===== config.mk =====
export PLATFORM = sky130hd
export DESIGN_NAME = branch_resolver
export DESIGN_NICKNAME = d
export VERILOG_FILES = /design/src/rtl/branch_resolver.sv
export SDC_FILE = /design/constraint.sdc
export NUM_CORES = 1
export LEC_CHECK = 0
export CORE_ASPECT_RATIO = 1.1
export CORE_MARGIN = 1.5
export CORE_UTILIZATION = 27
export CTS_CLUSTER_SIZE = 25
export DETAILED_ROUTE_END_ITERATION = 6
export DONT_BUFFER_PORTS = 1
export PLACE_DENSITY_LB_ADDON = 0.15
export RECOVER_POWER = 50
export SLEW_MARGIN = 20
export SYNTH_ARGS = -nofsm -noshare
export SYNTH_HDL_FRONTEND = slang
export SYNTH_SLANG_ARGS = --single-unit

===== constraint.sdc =====
create_clock -name clk -period 4.82 [get_ports clk]
set_input_delay 1.446 -clock clk [delete_from_list [all_inputs] [get_ports clk]]
set_output_delay 1.446 -clock clk [all_outputs]
set_load 0.1 [all_outputs]

===== src/rtl/branch_resolver.sv =====
// branch_resolver
//   Resolves conditional branches in EX against the prediction captured in ID
//   and drives the 2-bit predictor update plus the front-end flush/redirect.
//   ID-stage predictions wait in a small in-order FIFO until their branch
//   reaches EX.
//
// Parameters: DEPTH (in-flight branches, power of two 2..8), XLEN (data width)
// Ports:
//   clk, Reset                   clock, synchronous active-high reset
//   id_valid/id_opcode/id_prediction   ID branch capture
//   ex_valid/ex_opcode/ex_funct3       EX branch resolution
//   ex_rs1/ex_rs2/ex_pc/ex_target      EX operands, branch PC and target
//   bp_enable, outcome           predictor update strobe / {taken, not taken}
//   flush, redirect_pc           one-cycle squash and corrected next PC
//   overflow_err, underflow_err  sticky FIFO error flags
// Optional feature macro: BRU_STATS_EN adds branch_count and
//   mispredict_count (16-bit, saturating).
module branch_resolver #(
   parameter int DEPTH = 4,
   parameter int XLEN  = 32
) (
   input  logic            clk,
   input  logic            Reset,
   input  logic            id_valid,
   input  logic [6:0]      id_opcode,
   input  logic            id_prediction,
   input  logic            ex_valid,
   input  logic [6:0]      ex_opcode,
   input  logic [2:0]      ex_funct3,
   input  logic [XLEN-1:0] ex_rs1,
   input  logic [XLEN-1:0] ex_rs2,
   input  logic [XLEN-1:0] ex_pc,
   input  logic [XLEN-1:0] ex_target,
   output logic            bp_enable,
   output logic [1:0]      outcome,
   output logic            flush,
   output logic [XLEN-1:0] redirect_pc,
   output logic            overflow_err,
   output logic            underflow_err
`ifdef BRU_STATS_EN
   ,
   output logic [15:0]     branch_count,
   output logic [15:0]     mispredict_count
`endif
);

   localparam logic [6:0] OP_BRANCH = 7'b1100011;
   localparam int PW = $clog2(DEPTH);
   localparam int CW = $clog2(DEPTH + 1);

   logic [DEPTH-1:0] pred_mem;
   logic [PW-1:0]    rd_ptr, wr_ptr;
   logic [CW-1:0]    count;

   logic push, pop, empty, full, pop_ok, push_ok;
   logic predicted, actual, mispredict;

   always_comb begin
      push    = id_valid && (id_opcode == OP_BRANCH);
      pop     = ex_valid && (ex_opcode == OP_BRANCH);
      empty   = (count == '0);
      full    = (count == CW'(DEPTH));
      pop_ok  = pop && !empty;
      // When full, a same-cycle pop frees the slot the push needs.
      push_ok = push && (!full || pop_ok);
      // Popping an empty FIFO resolves as if predicted not taken.
      predicted = empty ? 1'b0 : pred_mem[rd_ptr];
   end

   always_comb begin
      actual = 1'b0;
      unique case (ex_funct3)
         3'b000:  actual = (ex_rs1 == ex_rs2);
         3'b001:  actual = (ex_rs1 != ex_rs2);
         3'b100:  actual = ($signed(ex_rs1) <  $signed(ex_rs2));
         3'b101:  actual = ($signed(ex_rs1) >= $signed(ex_rs2));
         3'b110:  actual = (ex_rs1 <  ex_rs2);
         3'b111:  actual = (ex_rs1 >= ex_rs2);
         default: actual = 1'b0;
      endcase
      mispredict = pop && (actual != predicted);
   end

   // Resolution outputs, registered one cycle after the EX pop.
   always_ff @(posedge clk) begin
      if (Reset) begin
         bp_enable   <= 1'b0;
         outcome     <= 2'b00;
         flush       <= 1'b0;
         redirect_pc <= '0;
      end else begin
         bp_enable <= pop;
         outcome   <= pop ? {actual, ~actual} : 2'b00;
         flush     <= mispredict;
         if (pop)
            redirect_pc <= actual ? ex_target : ex_pc + XLEN'(4);
      end
   end

   // Prediction FIFO and sticky error flags.
   always_ff @(posedge clk) begin
      if (Reset) begin
         rd_ptr        <= '0;
         wr_ptr        <= '0;
         count         <= '0;
         overflow_err  <= 1'b0;
         underflow_err <= 1'b0;
      end else begin
         if (mispredict) begin
            // Everything behind the mispredicted branch, including a
            // same-cycle push, is wrong-path.
            rd_ptr <= '0;
            wr_ptr <= '0;
            count  <= '0;
         end else begin
            if (pop_ok)
               rd_ptr <= rd_ptr + PW'(1);
            if (push_ok)
               wr_ptr <= wr_ptr + PW'(1);
            case ({push_ok, pop_ok})
               2'b10:   count <= count + CW'(1);
               2'b01:   count <= count - CW'(1);
               default: count <= count;
            endcase
         end
         if (push && full && !pop)
            overflow_err <= 1'b1;
         if (pop && empty)
            underflow_err <= 1'b1;
      end
   end

   always_ff @(posedge clk) begin
      if (!Reset && !mispredict && push_ok)
         pred_mem[wr_ptr] <= id_prediction;
   end

`ifdef BRU_STATS_EN
   always_ff @(posedge clk) begin
      if (Reset) begin
         branch_count     <= '0;
         mispredict_count <= '0;
      end else if (pop) begin
         if (branch_count != 16'hFFFF)
            branch_count <= branch_count + 16'd1;
         if (mispredict && mispredict_count != 16'hFFFF)
            mispredict_count <= mispredict_count + 16'd1;
      end
   end
`endif

endmodule

* Yosys cells after proc, flatten, opt, wreduce, memory -nomap -nowiden
Index checks and enable logic that the tools add are counted.
Cells by class: reductions and logical operators 22, add/subtract/negate cells 5, bitwise gates (word level) 2, equality and inequality tests 13, $lt $le $gt $ge 7, multiplexer cells 9
Operator list (count):
- $ge 32x32->1 | 2
- $lt 32x32->1 | 2
- $add 32x3->32 const B | 1
- $eq 32x32->1 | 1
- $mux 32 | 1
- $ne 32x32->1 | 1
- $eq 3x3->1 const B | 5
- $eq 7x7->1 const B | 2
- $logic_and 1x1->1 | 11
- $logic_not 3->1 | 2
- $lt 2x3->1 const B | 2
- $pmux 1 s6 | 1
- $pmux 3 s2 | 1
- $logic_not 1->1 | 5
- $add 2x1->2 const B | 2
- $bwmux 4 | 1
- $reduce_or 2->1 | 2
- $add 3x1->3 const B | 1
- $eq 3x1->1 const B | 1
- $mux 1 | 3
- $sub 3x1->3 const B | 1
- $bmux 1 s2 | 1
- $demux 1 s2 | 1
- $eq 2x1->1 const B | 1
- 6 further kinds | 7
Storage, ports and cells: logic and storage cells 68, flip-flop bits (word level) 49, bits of input ports 150

* Logic depth before layout (Yosys ltp)
Gate-level depths: netlist (run 1).
depth after elaboration 8, mapped depth 13, depth with buffers taken out 11

* Least setup slack after synthesis (run 1)
No wires, ideal clock.
path type in2reg, start point in ex_rs2[31], end point reg pred_mem[0], enable pin, library setup time 310 ps, slack 749 ps, arrival 3761 ps, path buffers 2, stages on the path 13, path through inv_1 ha_1 nand4_1 nor4_2 nand2_1 xnor2_1 nor2_1 o2111ai_2 or2_1 buf_4 xnor2_1 buf_6 a211oi_2
Between the ends: cells in the longest elaborated chain, start to end 7
Ends and longest elaborated chain:
- start: declaration | RTL line 31 | input logic [XLEN-1:0] ex_rs2,
- $ge 32x32->1 (tied with other cells) | RTL line 78 | 3'b111: actual = (ex_rs1 >= ex_rs2);
- $pmux 1 s6 * | RTL line 72 | unique case (ex_funct3)
- $ne 1x1->1 * | RTL line 81 | mispredict = pop && (actual != predicted);
- $logic_and 1x1->1 * | RTL line 81
- $logic_not 1->1 * | RTL line 134 | if (!Reset && !mispredict && push_ok)
- $logic_and 1x1->1 * (2 in series) | RTL line 134
- end signal: indexed assignment | RTL line 135 | pred_mem[wr_ptr] <= id_prediction;
- end: declaration | RTL line 51 | logic [DEPTH-1:0] pred_mem;
Mark *: on every way between the ends. The rest lies on a longest branch, timed or not. A chain may end at the register's enable or synchronous reset.

* Final worst setup path (run 1)
start point in ex_rs2[31], end point reg redirect_pc[3]
Between the ends: cells in the longest elaborated chain, start to end 3
Ends and longest elaborated chain:
- $ge 32x32->1 (tied with other cells) | RTL line 78
- $pmux 1 s6 * | RTL line 72
- $mux 32 * | RTL line 96 | redirect_pc <= actual ? ex_target : ex_pc + XLEN'(4);
- end signal: assignment | RTL line 96
- end: declaration | RTL line 37 | output logic [XLEN-1:0] redirect_pc,
Marks and branches as above.

==> flow_summary.ini, run 1 <==
[timing]
max_freq_ghz = 0.2381
period_needed_ns = 4.200
fin_setup_tns_ns = 0
tightestPinTransition_ns = 1.895
rsz0062_at_grt = false
fin_crit_sh = 0.8714
whs_ns = 0.6141
fin_skew_ns = 0.004309
slew_viol_final = 34
final_hold_viol_count = 0
finalSetupViolCount = 0
maxSlewHeadroom = -0.2634

[die]
die_h_um = 127.0
coreArea_um2 = 13740
ios = 188
start_util = 0.2748
die_area_um2 = 14700
placement_rows = 45
die_w_um = 115.7

[setup_path]
arrival_ns = 4.37
rr_worst_depth = 5
cpMostUsedCell = buf_4
path_class = primary input to register
worstSetupEndpointType = register
critPathRequiredTime_ns = 4.99
crit_family = simple AND/OR/NAND/NOR gates
startpoint_type = primary input
path_cells = inv_1 -> ha_1 -> nand4_1 -> nor4_2 -> nand2_1 -> xnor2_1 -> nor2_1 -> o2111ai_2 -> buf_4 -> nor2_2 -> buf_4 -> nor3_1 -> a2111oi_0
slowest_stage = nor4_2
r2r_start = rd_ptr[0]
path_buf_inv = 3
critPathMaxFanout = 23
critPathMaxStageDelay_ns = 0.47
r2r_setup_slack_ns = 2.48
r2r-end = count[0]

[global_route]
grt_pass1_vias = 3316
grt_pass1_wl_um = 17810
antenna_found_initial = 0
grt_max_degree = 44
overflow = 0
grtUsageTotal = 0.1558

[clock_tree]
cts_tree = built
path_clk_slew_ns = 0.07
max-clock-path-buffers = 2
cts_htree_levels = 2
postCtsSetupBuffers = 0
numCtsBuffers = 5
post_cts_resized = 0
clock-sinks = 49
insertion_delay_ns = 0.29
cts_hold_buffers = 0
cts_root_buf = clkbuf_16

[final_layout]
final_common_cell = nand2_1
num_antenna_cells = 0
nNetsFinal = 658
nFillCells = 1527
syn_to_final_growth_pct = 9.877
drive_above_1_share = 0.06809
final_cell_mix = nand2_1, dfxtp_1, a21oi_1, inv_1, ha_1

[power]
powerDensity_nw_per_um2 = 234.8
p_leak_nw = 1.508
max-vdd-ir-drop_v = 0.0001265

[yosys]
ys_top_cells_by_area = dfxtp_1, ha_1, nand2_1, a21oi_1, inv_1
syn_avg_cell_area_um2 = 7.914
yosysTopAreaCellShare = 0.2386
synth_edf_count = 4
synth_fp_nets = 666
yosysWarnings = 0
yosysUniqueCellTypes = 56
synth_seq_area_share = 0.2705
synth_top_cell_by_area = dfxtp_1
synth_area_um2 = 3775
ys.flop_type = dfxtp_1
async_flop_share = 0
syn_inst = 477
ys_ff_latch = 49

[placement]
port_buffers = 0
routabilityCongestion = 0.7960
dp_hpwl_um = 9334

[drt]
postRouteAntennaNets = 0
wl_met2_um = 5877
drtIter0Drc = 126
num_vias = 3419
top_layer = met4
wl_met1_um = 4743
wl_per_cell_um = 17.92
route.detailed.drc = 0
first_pass_iters = 4
dr_wl_met3_um = 946
wl_um = 11790
vias_per_cell = 5.196

[run_status]
status = finished with violations
violations = max-capacitance violations, max-slew violations

[hold_path]
holdPathStages = 2
hp-start = count[0]
min_to = count[0]
hold_path.class = register to register

[job]
maxCapViolations = 1
==> worst max path at each step <==
stage                from              to  slack, ns  depth (start not counted)
5_1_grt        ex_rs2[31]  redirect_pc[3]       0.29                         13
3_5_place_dp   ex_rs2[31]  redirect_pc[3]       0.31                         13
2_1_floorplan  ex_rs2[31]     pred_mem[0]       0.75                         13
6_report       ex_rs2[31]  redirect_pc[3]       0.62                         13
4_1_cts        ex_rs2[31]  redirect_pc[3]       0.60                         13
3_3_place_gp   ex_rs2[31]  redirect_pc[3]       0.39                         13
==> synth_stat cells (3+ instances only) <==
library cell and count:
a2111oi_0 3, a211o_1 3, a211oi_2 10, a21oi_1 41, a221o_1 6, and3_1 8, and4_1 4, buf_2 4
clkbuf_1 17, dfxtp_1 45, edfxtp_1 4, ha_1 38, inv_1 41, nand2_1 63, nand2b_1 3, nand3_1 7
nand4_1 11, nand4b_1 3, nor2_1 29, nor3_1 16, o21ai_0 25, o21ai_1 7, o31a_1 13, or2_1 3
xnor2_1 17, xor2_1 15
==> stage by stage <==
step / std cells / setup slack [ns] / cell area [um2] / utilization / total power (W)
floorplan: 477 / 0.7487 / 3775 / - / 0.0005500
global placement: 650 / 0.3876 / 3985 / 0.2901 / 0.0005788
detailed placement: 650 / 0.3074 / 3985 / 0.2901 / 0.0005812
CTS: 658 / 0.6018 / 4151 / 0.3022 / 0.0009872
global route: 658 / 0.2936 / 4148 / 0.3019 / 0.001019
finish: 658 / 0.6198 / 4148 / 0.3019 / 0.0009739
==> state kept, by name, indices dropped and copies added, names as in the netlist <==
register	flops
bp_enable	1
count	3
flush	1
outcome	2
overflow_err	1
pred_mem	4
rd_ptr	2
redirect_pc	32
underflow_err	1
wr_ptr	2
==> power breakdown <==
group / internal, W / total [W] / switching (W)
Clock: 0.000243 / 0.000404 / 0.000160
Sequential: 0.000411 / 0.000418 / 0.00000716
Combinational: 0.0000610 / 0.000152 / 0.0000914
==> logic make-up (layout without fill, tap and decap cells) <==
| logic type | after synthesis | after routing | synth area share |
|---|---|---|---|
| xor+xnor | 32 | 32 | 0.07425 |
| flops | 49 | 49 | 0.2705 |
| buf+inv | 66 | 59 | 0.07292 |
| fa+ha+maj | 39 | 39 | 0.1313 |
| compound gates | 126 | 126 | 0.2304 |
| mux | 3 | 3 | 0.01127 |
| simple gates | 162 | 162 | 0.2095 |
==> layer usage <==
| layer | GRT usage | up-vias |
|---|---|---|
| met3 | 0.05455 | 14 |
| met2 | 0.2663 | 96 |
| met4 | 0.03802 | 0 |
| li1 | - | 1685 |
| met1 | 0.1862 | 1624 |
| met5 | 0 | - |
==> worst reg2reg max path, stage by stage, from the launching register on <==
cell and delay [ns]:
dfxtp_1 0.43, mux4_2 0.56, nor2b_1 0.17, xnor2_1 0.62, buf_4 0.29, a211oi_1 0.08
==> area by class of cell <==
class,instances,area [um2],area share
tap,188,235.2,0.05671
clock buffer,5,125.1,0.03017
clock inverter,3,41.29,0.009955
sequential,49,1021,0.2462
multi-input combinational,362,2500,0.6027
inverter,41,153.9,0.03710
timing repair buffer,10,71.32,0.01719
Power figures use the tool's default switching activity.
==> inputs of run 2 (changes only) <==
CORE_ASPECT_RATIO = 1.2   (was 1.1)
CORE_UTILIZATION = 63   (was 27)
==> flow_summary.ini, run 2 (same netlist as run 1, synthesis figures left out) <==
[setup_path]
r2r_start = count[0]
critPathRequiredTime_ns = 4.98
worstSetupEndpointType = register
crit_start = ex_rs2[19]
arrival_ns = 4.04
r2r-end = count[1]
critPathMaxFanout = 23
path_class = primary input to register
r2r_setup_slack_ns = 2.69
rr_worst_depth = 8
startpoint_type = primary input

[final_layout]
nNetsFinal = 657
final_cell_mix = nand2_1, dfxtp_1, a21oi_1, inv_1, ha_1
drive_above_1_share = 0.06183
max_flop_register = redirect_pc
largest_reg_flops = 32
syn_to_final_growth_pct = 3.613
reg_top3 = redirect_pc: 32 flops, pred_mem: 4 flops, count: 3 flops
num_antenna_cells = 0
final_common_cell = nand2_1

[timing]
slew_viol_final = 34
tightestPinTransition_ns = 1.697
fin_skew_ns = 0.004021
max_freq_ghz = 0.2580
finalSetupViolCount = 0
period_needed_ns = 3.875
final_hold_viol_count = 0
maxSlewHeadroom = -0.1312
rsz0062_at_grt = false
fin_setup_tns_ns = 0
whs_ns = 0.6049
fin_crit_sh = 0.8040

[die]
placement_rows = 30
ios = 188
die_h_um = 87.80
die_area_um2 = 6467
coreArea_um2 = 5705
die_w_um = 73.66
start_util = 0.6616

[power]
p_comb_frac = 0.181
power_switching_w = 0.0002288
max-vdd-ir-drop_v = 0.0002011
intPower_w = 0.0005737
swShare = 0.2851
powerDensity_nw_per_um2 = 205.2
p_leak_nw = 1.463
pwr-share-clk = 0.299
pwr-share-seq = 0.520

[clock_tree]
path_clk_slew_ns = 0.09
cts_htree_levels = 2
postCtsSetupBuffers = 0
numCtsBuffers = 5
cts_tree = built
insertion_delay_ns = 0.29
cts_hold_buffers = 0
clock-sinks = 49
post_cts_resized = 0
max-clock-path-buffers = 2
cts_root_buf = clkbuf_8

[global_route]
grtUsageTotal = 0.2863
grt_pass1_wl_um = 14450
grt_pass1_vias = 3142
antenna_found_initial = 0
grt_max_degree = 44
overflow = 0

[run_status]
status = finished with violations
violations = max-capacitance violations, max-slew violations

[hold_path]
min_to = count[0]
hold_path.class = register to register
holdPathStages = 2
hp-start = count[0]

[job]
maxCapViolations = 1

[drt]
route.detailed.drc = 0
wl_per_cell_um = 17.28
vias_per_cell = 6.135
postRouteAntennaNets = 0
first_pass_iters = 4
wl_um = 9488
num_vias = 3368
drtIter0Drc = 172

[placement]
routabilityCongestion = 0.8056
port_buffers = 0
dp_hpwl_um = 7470
[run 2: cell types whose count changed in the layout (fill, tap and decap cells not counted)]
cell       delta
mux2i_4       -1
mux2i_2       +1
buf_4         -1
clkinv_1      -1
clkbuf_16     -5
nor2_2        -1
clkbuf_1      +2
nor2_1        +1
bufinv_16     -1
clkbuf_8      +5
[run 2: layout make-up]
class | instances | area [um2]
clock buffer | 7 | 76.32
clock inverter | 1 | 7.507
fill | 510 | 1794
inverter | 41 | 153.9
multi-input combinational | 362 | 2489
sequential | 49 | 1021
tap | 80 | 100.1
timing repair buffer | 9 | 63.81
[run 2: critical path, stage by stage]
cell and delay, ns:
inv_1 0.02, ha_1 0.29, a21oi_1 0.14, o21ai_1 0.11
a211o_1 0.31, a211o_1 0.26, a2111o_1 0.42, o2111ai_2 0.08
buf_4 0.30, nor2_1 0.09, buf_4 0.17, a2111oi_0 0.40
[run 2: worst max path at each step]
stage	end	slack, ns	depth (start not counted)
floorplan	pred_mem[0]	0.75	13
global placement	pred_mem[3]	0.78	12
detailed placement	redirect_pc[1]	0.61	12
CTS	redirect_pc[1]	0.94	12
global route	redirect_pc[1]	0.69	13
finish	redirect_pc[1]	0.94	12
[run 2: stage by stage]
step	utilization	std cells	setup slack [ns]	power (W)	cell area (um2)
6_report	0.6855	549	0.9447	0.0008025	3911
5_1_grt	0.6855	549	0.6878	0.0008388	3911
4_1_cts	0.6862	549	0.9397	0.0008077	3915
3_5_place_dp	0.6715	541	0.6126	0.0005719	3831
3_3_place_gp	0.6715	541	0.7843	0.0005668	3831
2_1_floorplan	-	477	0.7487	0.0005500	3775
[run 2: metal layers]
metal | up-vias | global-route usage | wire length (um)
met2 | 135 | 0.4840 | 4713
met5 | - | 0 | 0
met1 | 1532 | 0.3360 | 3707
met3 | 17 | 0.09436 | 878
met4 | 0 | 0.1044 | 188
li1 | 1684 | - | -
[run 2: power by group through the flow]
stage	registers (W)	clock network, W	logic (W)
floorplan	0.000427	0	0.000123
global placement	0.000427	0	0.000140
detailed placement	0.000427	0	0.000145
CTS	0.000418	0.000245	0.000145
global route	0.000418	0.000256	0.000165
finish	0.000418	0.000240	0.000145
